$ cat src/rtl/pid_limiter_pkg.sv
// Shared definitions for the PID output limiter: register map offsets, bit
// positions inside the ctrl and status registers, and the default sample type.
package pid_limiter_pkg;

  // Default signed sample width on the stream ports and limit registers.
  localparam int SAMPLE_WIDTH = 16;
  typedef logic signed [SAMPLE_WIDTH-1:0] sample_t;

  // Register offsets relative to BASE_ADDRESS.
  localparam logic [31:0] OFF_CTRL      = 32'h00;
  localparam logic [31:0] OFF_LIMIT_MAX = 32'h04;
  localparam logic [31:0] OFF_LIMIT_MIN = 32'h08;
  localparam logic [31:0] OFF_RATE_UP   = 32'h0C;
  localparam logic [31:0] OFF_RATE_DOWN = 32'h10;
  localparam logic [31:0] OFF_STATUS    = 32'h14;

  // ctrl bits
  localparam int CTRL_ENABLE  = 0;
  localparam int CTRL_RATE_EN = 1;

  // status bits (sticky, write-1-to-clear)
  localparam int ST_SAT_HIGH = 0;
  localparam int ST_SAT_LOW  = 1;
  localparam int ST_RATE_HIT = 2;

endpackage

$ cat src/rtl/pid_output_limiter_if.sv
// Bus interfaces used by the PID output limiter.
//  axi_lite_if   : AXI-lite register port (no wstrb/prot; full-word accesses)
//  axi_stream_if : signed sample stream with valid/ready handshake
interface axi_lite_if #(
  parameter int ADDR_WIDTH = 32,
  parameter int DATA_WIDTH = 32
);
  logic [ADDR_WIDTH-1:0] awaddr;
  logic                  awvalid;
  logic                  awready;
  logic [DATA_WIDTH-1:0] wdata;
  logic                  wvalid;
  logic                  wready;
  logic [1:0]            bresp;
  logic                  bvalid;
  logic                  bready;
  logic [ADDR_WIDTH-1:0] araddr;
  logic                  arvalid;
  logic                  arready;
  logic [DATA_WIDTH-1:0] rdata;
  logic [1:0]            rresp;
  logic                  rvalid;
  logic                  rready;

  modport master (
    output awaddr, awvalid, wdata, wvalid, bready, araddr, arvalid, rready,
    input  awready, wready, bresp, bvalid, arready, rdata, rresp, rvalid
  );

  modport slave (
    input  awaddr, awvalid, wdata, wvalid, bready, araddr, arvalid, rready,
    output awready, wready, bresp, bvalid, arready, rdata, rresp, rvalid
  );
endinterface

interface axi_stream_if #(
  parameter int DATA_WIDTH = 16
);
  logic signed [DATA_WIDTH-1:0] data;
  logic                         valid;
  logic                         ready;

  modport master (output data, valid, input ready);
  modport slave  (input data, valid, output ready);
endinterface

$ cat src/rtl/pid_limiter_regs.sv
// AXI-lite register file for the PID output limiter.
//  clock, reset  : rising-edge clock, synchronous active-high reset
//  axil          : AXI-lite slave; a write is accepted when awvalid and wvalid
//                  are both high and no response is pending, and the register
//                  updates on the same edge that raises bvalid
//  set_status    : one-cycle set pulses for the sticky status bits
//  enable..      : current configuration, sampled by the datapath per sample
// Limit registers read back sign-extended, rate registers zero-extended.
module pid_limiter_regs
  import pid_limiter_pkg::*;
#(
  parameter int          DATA_WIDTH   = SAMPLE_WIDTH,
  parameter logic [31:0] BASE_ADDRESS = 32'h0
) (
  input  logic                         clock,
  input  logic                         reset,
  axi_lite_if.slave                    axil,
  input  logic [2:0]                   set_status,
  output logic                         enable,
  output logic                         rate_en,
  output logic signed [DATA_WIDTH-1:0] limit_max,
  output logic signed [DATA_WIDTH-1:0] limit_min,
  output logic [DATA_WIDTH-1:0]        rate_up,
  output logic [DATA_WIDTH-1:0]        rate_down
);

  localparam logic signed [DATA_WIDTH-1:0] MAX_RESET = {1'b0, {(DATA_WIDTH-1){1'b1}}};
  localparam logic signed [DATA_WIDTH-1:0] MIN_RESET = {1'b1, {(DATA_WIDTH-1){1'b0}}};

  logic [2:0]  status;
  logic [2:0]  w1c;
  logic        wr_go;
  logic        rd_go;
  logic [31:0] wr_off;
  logic [31:0] rd_off;
  logic [31:0] rd_word;

  assign wr_go        = axil.awvalid & axil.wvalid & ~axil.bvalid;
  assign rd_go        = axil.arvalid & ~axil.rvalid;
  assign axil.awready = wr_go;
  assign axil.wready  = wr_go;
  assign axil.arready = rd_go;
  assign axil.bresp   = 2'b00;
  assign axil.rresp   = 2'b00;
  assign wr_off       = axil.awaddr - BASE_ADDRESS;
  assign rd_off       = axil.araddr - BASE_ADDRESS;

  always_comb begin
    w1c = '0;
    if (wr_go && wr_off == OFF_STATUS) w1c = axil.wdata[2:0];
  end

  // NOTE: every always_comb output gets a default first so no path leaves it
  // unassigned, which would otherwise infer a latch.
  always_comb begin
    rd_word = '0;
    case (rd_off)
      OFF_CTRL:      rd_word = {30'd0, rate_en, enable};
      OFF_LIMIT_MAX: rd_word = 32'(limit_max);
      OFF_LIMIT_MIN: rd_word = 32'(limit_min);
      OFF_RATE_UP:   rd_word = 32'(rate_up);
      OFF_RATE_DOWN: rd_word = 32'(rate_down);
      OFF_STATUS:    rd_word = {29'd0, status};
      default:       rd_word = '0;
    endcase
  end

  // NOTE: state uses non-blocking assignments so every register samples the
  // pre-edge values regardless of statement order.
  always_ff @(posedge clock) begin
    if (reset) begin
      enable      <= 1'b0;
      rate_en     <= 1'b0;
      limit_max   <= MAX_RESET;
      limit_min   <= MIN_RESET;
      rate_up     <= '0;
      rate_down   <= '0;
      status      <= '0;
      axil.bvalid <= 1'b0;
      axil.rvalid <= 1'b0;
      axil.rdata  <= '0;
    end else begin
      // A new event in the same cycle as a clear keeps the bit set.
      status <= (status & ~w1c) | set_status;

      if (wr_go) begin
        axil.bvalid <= 1'b1;
        case (wr_off)
          OFF_CTRL: begin
            enable  <= axil.wdata[CTRL_ENABLE];
            rate_en <= axil.wdata[CTRL_RATE_EN];
          end
          OFF_LIMIT_MAX: limit_max <= axil.wdata[DATA_WIDTH-1:0];
          OFF_LIMIT_MIN: limit_min <= axil.wdata[DATA_WIDTH-1:0];
          OFF_RATE_UP:   rate_up   <= axil.wdata[DATA_WIDTH-1:0];
          OFF_RATE_DOWN: rate_down <= axil.wdata[DATA_WIDTH-1:0];
          default: ;
        endcase
      end else if (axil.bready) begin
        axil.bvalid <= 1'b0;
      end

      if (rd_go) begin
        axil.rvalid <= 1'b1;
        axil.rdata  <= rd_word;
      end else if (axil.rready) begin
        axil.rvalid <= 1'b0;
      end
    end
  end

endmodule

$ cat src/rtl/pid_output_limiter.sv
// PID output limiter: clamps each PID output sample to [limit_min, limit_max]
// (stage 1), then slew-limits it against the last emitted sample (stage 2).
//  clock, reset : rising-edge clock, synchronous active-high reset
//  axil         : AXI-lite slave for configuration and sticky status
//  in           : signed sample stream from the PID
//  out          : limited sample stream to the modulator
//  saturation   : {sat_high, sat_low} of the sample currently on out
// Both stages advance together whenever the output stage is empty or being
// consumed. Each sample carries its own copy of the configuration.
module pid_output_limiter
  import pid_limiter_pkg::*;
#(
  parameter int          DATA_WIDTH   = SAMPLE_WIDTH,
  parameter logic [31:0] BASE_ADDRESS = 32'h0
) (
  input  logic         clock,
  input  logic         reset,
  axi_lite_if.slave    axil,
  axi_stream_if.slave  in,
  axi_stream_if.master out,
  output logic [1:0]   saturation
);

  localparam int DW = DATA_WIDTH;
  typedef logic signed [DW-1:0] smp_t;
  typedef logic signed [DW:0]   wide_t;

  logic          enable, rate_en;
  smp_t          limit_max, limit_min;
  logic [DW-1:0] rate_up, rate_down;
  logic [2:0]    set_status;

  pid_limiter_regs #(.DATA_WIDTH(DW), .BASE_ADDRESS(BASE_ADDRESS)) u_regs (
    .clock      (clock),
    .reset      (reset),
    .axil       (axil),
    .set_status (set_status),
    .enable     (enable),
    .rate_en    (rate_en),
    .limit_max  (limit_max),
    .limit_min  (limit_min),
    .rate_up    (rate_up),
    .rate_down  (rate_down)
  );

  logic          advance, in_fire, out_fire;
  logic          s1_valid, s1_rate_active;
  smp_t          s1_data;
  logic [1:0]    s1_sat;
  logic [DW-1:0] s1_rate_up, s1_rate_down;
  logic          s2_valid;
  smp_t          s2_data;
  logic [1:0]    s2_sat;
  smp_t          prev;
  logic          primed;

  assign advance    = !s2_valid || out.ready;
  assign in.ready   = !reset && advance;
  assign in_fire    = in.valid && in.ready;
  assign out_fire   = s2_valid && out.ready;
  assign out.valid  = s2_valid;
  assign out.data   = s2_data;
  assign saturation = s2_sat;

  // Stage 1: upper clip first, then lower clip on its result, so inverted
  // limits always resolve to limit_min with only sat_low reported.
  smp_t hi_clip, clamped;
  logic sat_hi, sat_lo;

  always_comb begin
    hi_clip = in.data;
    clamped = in.data;
    sat_hi  = 1'b0;
    sat_lo  = 1'b0;
    if (enable) begin
      sat_hi  = in.data > limit_max;
      hi_clip = sat_hi ? limit_max : in.data;
      sat_lo  = hi_clip < limit_min;
      clamped = sat_lo ? limit_min : hi_clip;
      if (sat_lo) sat_hi = 1'b0;
    end
  end

  // Stage 2: the reference is the last emitted sample. When the sample in
  // stage 2 leaves on this very edge it is the reference, not the old prev.
  smp_t  prev_eff, s2_next;
  logic  primed_eff, rate_hit;
  wide_t delta, up_lim, dn_lim, limited;

  always_comb begin
    prev_eff   = out_fire ? s2_data : prev;
    primed_eff = primed || out_fire;
    delta      = wide_t'(s1_data) - wide_t'(prev_eff);
    up_lim     = wide_t'({1'b0, s1_rate_up});
    dn_lim     = -wide_t'({1'b0, s1_rate_down});
    limited    = wide_t'(s1_data);
    rate_hit   = 1'b0;
    if (s1_rate_active && primed_eff) begin
      if (delta > up_lim) begin
        limited  = wide_t'(prev_eff) + up_lim;
        rate_hit = 1'b1;
      end else if (delta < dn_lim) begin
        limited  = wide_t'(prev_eff) + dn_lim;
        rate_hit = 1'b1;
      end
    end
    // The limited value lies between prev and the clamped sample, so it fits.
    s2_next = limited[DW-1:0];
  end

  assign set_status[ST_SAT_HIGH] = in_fire && sat_hi;
  assign set_status[ST_SAT_LOW]  = in_fire && sat_lo;
  assign set_status[ST_RATE_HIT] = advance && s1_valid && rate_hit;

  always_ff @(posedge clock) begin
    if (reset) begin
      s1_valid       <= 1'b0;
      s1_data        <= '0;
      s1_sat         <= '0;
      s1_rate_active <= 1'b0;
      s1_rate_up     <= '0;
      s1_rate_down   <= '0;
      s2_valid       <= 1'b0;
      s2_data        <= '0;
      s2_sat         <= '0;
      prev           <= '0;
      primed         <= 1'b0;
    end else begin
      if (out_fire) begin
        prev   <= s2_data;
        primed <= 1'b1;
      end
      if (advance) begin
        s1_valid <= in_fire;
        if (in_fire) begin
          s1_data        <= clamped;
          s1_sat         <= {sat_hi, sat_lo};
          s1_rate_active <= enable && rate_en;
          s1_rate_up     <= rate_up;
          s1_rate_down   <= rate_down;
        end
        s2_valid <= s1_valid;
        s2_sat   <= s1_valid ? s1_sat : 2'b00;
        if (s1_valid) s2_data <= s2_next;
      end
    end
  end

endmodule

$ cat src/flat_wrapper.sv
// flat-port wrapper written by rule: the top's interface ports become plain ports
module pid_output_limiter_flat import pid_limiter_pkg::*;
#(
  parameter int          DATA_WIDTH   = SAMPLE_WIDTH,
  parameter logic [31:0] BASE_ADDRESS = 32'h0
)
  (clock, reset, saturation, axil_awaddr, axil_awvalid, axil_wdata, axil_wvalid, axil_bready, axil_araddr, axil_arvalid, axil_rready, axil_awready, axil_wready, axil_bresp, axil_bvalid, axil_arready, axil_rdata, axil_rresp, axil_rvalid, in_data, in_valid, in_ready, out_data, out_valid, out_ready);
  axi_lite_if #(.DATA_WIDTH(DATA_WIDTH)) axil_i ();
  axi_stream_if #(.DATA_WIDTH(DATA_WIDTH)) in_i ();
  axi_stream_if #(.DATA_WIDTH(DATA_WIDTH)) out_i ();
  input  logic clock;
  input  logic reset;
  output logic [1:0] saturation;
  input wire logic [$bits(axil_i.awaddr)-1:0] axil_awaddr;
  input wire logic [$bits(axil_i.awvalid)-1:0] axil_awvalid;
  input wire logic [$bits(axil_i.wdata)-1:0] axil_wdata;
  input wire logic [$bits(axil_i.wvalid)-1:0] axil_wvalid;
  input wire logic [$bits(axil_i.bready)-1:0] axil_bready;
  input wire logic [$bits(axil_i.araddr)-1:0] axil_araddr;
  input wire logic [$bits(axil_i.arvalid)-1:0] axil_arvalid;
  input wire logic [$bits(axil_i.rready)-1:0] axil_rready;
  output wire logic [$bits(axil_i.awready)-1:0] axil_awready;
  output wire logic [$bits(axil_i.wready)-1:0] axil_wready;
  output wire logic [$bits(axil_i.bresp)-1:0] axil_bresp;
  output wire logic [$bits(axil_i.bvalid)-1:0] axil_bvalid;
  output wire logic [$bits(axil_i.arready)-1:0] axil_arready;
  output wire logic [$bits(axil_i.rdata)-1:0] axil_rdata;
  output wire logic [$bits(axil_i.rresp)-1:0] axil_rresp;
  output wire logic [$bits(axil_i.rvalid)-1:0] axil_rvalid;
  input wire logic [$bits(in_i.data)-1:0] in_data;
  input wire logic [$bits(in_i.valid)-1:0] in_valid;
  output wire logic [$bits(in_i.ready)-1:0] in_ready;
  output wire logic [$bits(out_i.data)-1:0] out_data;
  output wire logic [$bits(out_i.valid)-1:0] out_valid;
  input wire logic [$bits(out_i.ready)-1:0] out_ready;
  assign axil_i.awaddr = axil_awaddr;
  assign axil_i.awvalid = axil_awvalid;
  assign axil_i.wdata = axil_wdata;
  assign axil_i.wvalid = axil_wvalid;
  assign axil_i.bready = axil_bready;
  assign axil_i.araddr = axil_araddr;
  assign axil_i.arvalid = axil_arvalid;
  assign axil_i.rready = axil_rready;
  assign axil_awready = axil_i.awready;
  assign axil_wready = axil_i.wready;
  assign axil_bresp = axil_i.bresp;
  assign axil_bvalid = axil_i.bvalid;
  assign axil_arready = axil_i.arready;
  assign axil_rdata = axil_i.rdata;
  assign axil_rresp = axil_i.rresp;
  assign axil_rvalid = axil_i.rvalid;
  assign in_i.data = in_data;
  assign in_i.valid = in_valid;
  assign in_ready = in_i.ready;
  assign out_data = out_i.data;
  assign out_valid = out_i.valid;
  assign out_i.ready = out_ready;
  pid_output_limiter #(.DATA_WIDTH(DATA_WIDTH), .BASE_ADDRESS(BASE_ADDRESS)) u_core (.clock(clock), .reset(reset), .axil(axil_i), .in(in_i), .out(out_i), .saturation(saturation));
endmodule
$ cat config.mk
export PLATFORM = sky130hd
export DESIGN_NAME = pid_output_limiter_flat
export DESIGN_NICKNAME = d
export VERILOG_FILES = /design/src/rtl/pid_limiter_pkg.sv /design/src/rtl/pid_output_limiter_if.sv /design/src/rtl/pid_limiter_regs.sv /design/src/rtl/pid_output_limiter.sv /design/src/flat_wrapper.sv
export SDC_FILE = /design/constraint.sdc
export NUM_CORES = 1
export LEC_CHECK = 0
export CAP_MARGIN = 0
export CORE_MARGIN = 1
export CORE_UTILIZATION = 45
export DETAILED_ROUTE_END_ITERATION = 8
export PLACE_DENSITY_LB_ADDON = 0.08
export SLEW_MARGIN = 20
export SYNTH_ARGS = -nofsm -noshare
export SYNTH_HDL_FRONTEND = slang
export SYNTH_SLANG_ARGS = --single-unit
$ cat constraint.sdc
create_clock -name clock -period 23 [get_ports clock]
set_input_delay 4.6 -clock clock [delete_from_list [all_inputs] [get_ports clock]]
set_output_delay 4.6 -clock clock [all_outputs]
set_load 0.02 [all_outputs]
==> results by group <==
Outcome
  • Result of the run: completed

Hold path
  • Hold WC Path Type: reg2reg
  • Worst hold path depth: 2

Yosys
  • Synthesized area: approximately 0.012 sq mm
  • Fraction of registers with async set/reset: 0
  • Primary flip-flop cell chosen by synthesis mapping: sky130_fd_sc_hd__dfxtp_1
  • Register bit total from synthesis: between 150 and 200
  • Avg Cell Area, Syn: roughly 8 sq um
  • Number of enable-type register cells in the synthesized netlist: 0
  • Yosys warning count: 0
  • Gate Count Post-Synth: 1,438
  • Count of unique library cells instantiated by Yosys: 81
  • Sequential area share after synthesis: 0.303

Floorplan
  • CORE AREA: roughly 0.025 sq mm
  • Die boundary width: 162 microns
  • # rows: between 50 and 60
  • Die area: 0.0264 sq mm
  • Effective utilization at floorplan: 0.459
  • Top-Level Pins: 150
  • Chip height: between 150 and 200 microns

CTS
  • CTS max path bufs: 2
  • TritonCTS clock tree: built
  • Clock Sink Count: approximately 180
  • Hold bufs inserted after CTS: 0
  • PostCTS Resize Cnt: 0
  • Cell at the root of the clock tree: sky130_fd_sc_hd__clkbuf_16
  • Buffers inserted during post-CTS setup optimization: 0
  • Later-pin clock latency in the skew report: about 0.45 ns
  • Inserted Clock Buffers: 17
  • Number of levels in the clock H-tree: 4
  • Clk pin slew, worst setup/hold paths: ~0.090 ns

Finish
  • Ratio of cells with drive above 1 in the final layout: 0.0659
  • Count of inserted antenna diode cells: 0
  • Most frequent standard cell in the layout excluding fill and tap cells: sky130_fd_sc_hd__nand2_1
  • Area Growth Syn to Fin: 19.9%
  • Post-layout utilization of the core: 0.551
  • Post-route cell area: roughly 0.014 sq mm
  • Commonest non-fill, non-tap cells in the layout: sky130_fd_sc_hd__nand2_1 (197), sky130_fd_sc_hd__dfxtp_1 (175), sky130_fd_sc_hd__clkdlybuf4s50_1 (144), sky130_fd_sc_hd__nor2_1 (137), sky130_fd_sc_hd__a21oi_1 (108)
  • Layout Nets: between 1,500 and 2,000

Global routing
  • Initial antenna violation count: 0
  • Gr ovfl total: 0
  • Largest net degree at the start of global routing: 69
  • Global routing usage summed across all routing layers: 0.299
  • Global-route wire length before repair: approximately 60,000 microns
  • Number of global-route vias before repair: between 10,000 and 15,000

STA
  • Slew Limit Headroom: 0.324
  • Final Max Slew Viols: 0
  • Setup violators final: 0
  • Final sum of negative setup slack: 0 ns
  • RSZ-0062 raised after global routing: false
  • Period utilization: 0.499
  • Fmax: 87.1 MHz
  • Slew of the pin with the lowest slew margin: 1.01 ns
  • Final critical path time including I/O delays and setup: 11.48 ns
  • Clock skew: 0.0198 ns
  • Hold violation count in the final report: 0

Detailed routing
  • Drt total wl: a little under 40,000 microns
  • Met3 wire len: approximately 2100 microns
  • Detailed Route Iter0 Violations: around 820
  • Average wire length per cell after detail routing: 20.4 microns
  • Mean number of vias per cell: around 5.7
  • Top Metal Used: met4
  • Routed length on met1: about 18,000 microns
  • Vias post-DR: 10,800
  • DR DRC count: 0
  • Iteration count of the initial detailed-routing pass: 7
  • Met2 wirelength from detailed routing: about 17,000 microns
  • Final antenna-violating net count: 0

Setup path
  • Maximum fanout along the worst path: 19
  • Worst reg2reg path depth: 23
  • Arrival time of the worst setup path: roughly 12 ns
  • First element of the critical path: out_ready
  • Critical Setup Path Class: in2reg
  • Worst EP required: 23.32 ns
  • Worst reg2reg endpoint: u_core.out.data[8]$_SDFFE_PP0P_
  • Setup crit end kind: register
  • End point of the critical path: u_core.out.data[8]$_SDFFE_PP0P_
  • Reg-to-reg startpoint: u_core.out.valid$_SDFFE_PP0N_
  • Register-to-Register Setup Slack: approximately 16 ns
  • Sort of element at the start of the critical path: input pin

Placed design
  • Final weighted congestion of routability-driven global placement: 0.964
  • Post-placement cell area: ~0.013 sq mm
  • Number of port buffers: 145
  • Detailed-placement wirelength estimate: about 30,000 microns

Job
  • Count of max-cap constraint violations: 0

Power
  • Power density normalized to cell area: about 56 mW/mm^2
  • Worst voltage drop across the vdd grid: 37.5 uV
  • Lkg Pwr: 5.48 nW
-- report_power, final --
part / switching, W / internal (W) / total, W
Sequential: 0.00000671 / 0.000307 / 0.000313
Combinational: 0.0000818 / 0.0000669 / 0.000149
Clock: 0.000160 / 0.000151 / 0.000311
Total: 0.000248 / 0.000525 / 0.000773
-- worst min-delay path by stage --
stage | startpoint | slack [ns] | end
6_report | u_core.u_regs.axil.rdata[1]$_SDFFE_PP0P_ | 0.46 | u_core.u_regs.axil.rdata[1]$_SDFFE_PP0P_
5_1_grt | u_core.out.data[8]$_SDFFE_PP0P_ | 0.50 | u_core.out.data[8]$_SDFFE_PP0P_
4_1_cts | u_core.saturation[0]$_SDFFE_PP0N_ | 0.46 | u_core.saturation[0]$_SDFFE_PP0N_
3_5_place_dp | u_core.saturation[0]$_SDFFE_PP0N_ | 0.45 | u_core.saturation[0]$_SDFFE_PP0N_
3_3_place_gp | u_core.saturation[0]$_SDFFE_PP0N_ | 0.44 | u_core.saturation[0]$_SDFFE_PP0N_
2_1_floorplan | u_core.u_regs.status[0]$_SDFF_PP0_ | 0.43 | u_core.u_regs.status[0]$_SDFF_PP0_
-- synth_stat cells, drive strengths merged, types with 20 or more instances --
cell type / count / area share
a21o: 27 / 0.018
a21oi: 110 / 0.048
a31oi: 26 / 0.014
clkbuf: 53 / 0.019
dfxtp: 175 / 0.30
ha: 98 / 0.11
inv: 94 / 0.030
mux2: 20 / 0.019
mux2i: 68 / 0.059
nand2: 198 / 0.066
nand3: 25 / 0.011
nor2: 140 / 0.046
o211ai: 27 / 0.018
o21ai: 60 / 0.026
o31ai: 25 / 0.016
xnor2: 46 / 0.035
-- final cells by class --
| cell class | instances | area, sq um |
|---|---|---|
| Fill cell | 2447 | 11300 |
| Multi-Input combinational cell | 1103 | 7430 |
| Sequential cell | 175 | 3500 |
| Timing Repair Buffer | 158 | 1550 |
| Clock buffer | 17 | 425 |
| Tap cell | 330 | 413 |
| Inverter | 95 | 357 |
| Clock inverter | 15 | 204 |
-- stage by stage --
step | setup WS (ns) | cells | hold WS (ns) | total power, W
global route | 11.14 | 1893 | 0.497 | 0.000803
global placement | 11.26 | 1861 | 0.438 | 0.000468
floorplan | 12.43 | 1441 | 0.431 | 0.000416
detailed placement | 11.14 | 1861 | 0.447 | 0.000468
CTS | 11.59 | 1893 | 0.462 | 0.000776
finish | 11.52 | 1893 | 0.460 | 0.000773
-- logic make-up after synthesis --
kind of cell / share of synthesized area
simple gates: 0.191
buf+inv: 0.0581
mux: 0.0809
other cells: 0.000324
fa+ha+maj: 0.122
flops: 0.303
compound gates: 0.196
xor+xnor: 0.0491
-- sequential cells by signal, summed over array words and instances, names as in the netlist --
signal	count
u_core.s1_sat	2
u_core.s1_data	16
u_core.u_regs.rate_up	16
u_core.u_regs.status	3
u_core.u_regs.axil.rvalid	1
u_core.out.valid	1
u_core.u_regs.enable	1
u_core.out.data	16
u_core.s1_valid	1
u_core.u_regs.rate_down	16
u_core.primed	1
u_core.s1_rate_up	16
u_core.saturation	2
u_core.u_regs.rate_en	1
u_core.s1_rate_active	1
u_core.prev	16
u_core.u_regs.axil.rdata	16
u_core.u_regs.limit_min	16
u_core.u_regs.limit_max	16
u_core.s1_rate_down	16
u_core.u_regs.axil.bvalid	1
-- worst max-delay path: stages --
cell	delay, ns
sky130_fd_sc_hd__clkdlybuf4s50_1	0.60
sky130_fd_sc_hd__nand2_8	0.26
sky130_fd_sc_hd__mux2i_1	0.52
sky130_fd_sc_hd__ha_1	0.33
sky130_fd_sc_hd__a21o_1	0.16
sky130_fd_sc_hd__maj3_2	0.33
sky130_fd_sc_hd__maj3_2	0.32
sky130_fd_sc_hd__maj3_2	0.33
sky130_fd_sc_hd__maj3_2	0.35
sky130_fd_sc_hd__maj3_2	0.34
sky130_fd_sc_hd__a21o_1	0.19
sky130_fd_sc_hd__a21oi_2	0.14
sky130_fd_sc_hd__xnor2_1	0.10
sky130_fd_sc_hd__ha_1	0.29
sky130_fd_sc_hd__nand4_1	0.12
sky130_fd_sc_hd__nor2_1	0.16
sky130_fd_sc_hd__o21ai_0	0.10
sky130_fd_sc_hd__a21oi_1	0.17
sky130_fd_sc_hd__o211ai_1	0.12
sky130_fd_sc_hd__o31a_1	0.49
sky130_fd_sc_hd__a21oi_1	0.90
sky130_fd_sc_hd__inv_1	0.30
sky130_fd_sc_hd__a222oi_1	0.43
sky130_fd_sc_hd__o21ai_0	0.11
-- routing by layer --
layer	up-vias	track usage
met2	326	0.489
met5	-	0
met3	60	0.0402
met4	0	0.103
li1	5312	-
met1	5060	0.404
Power figures use the tool's default switching activity.
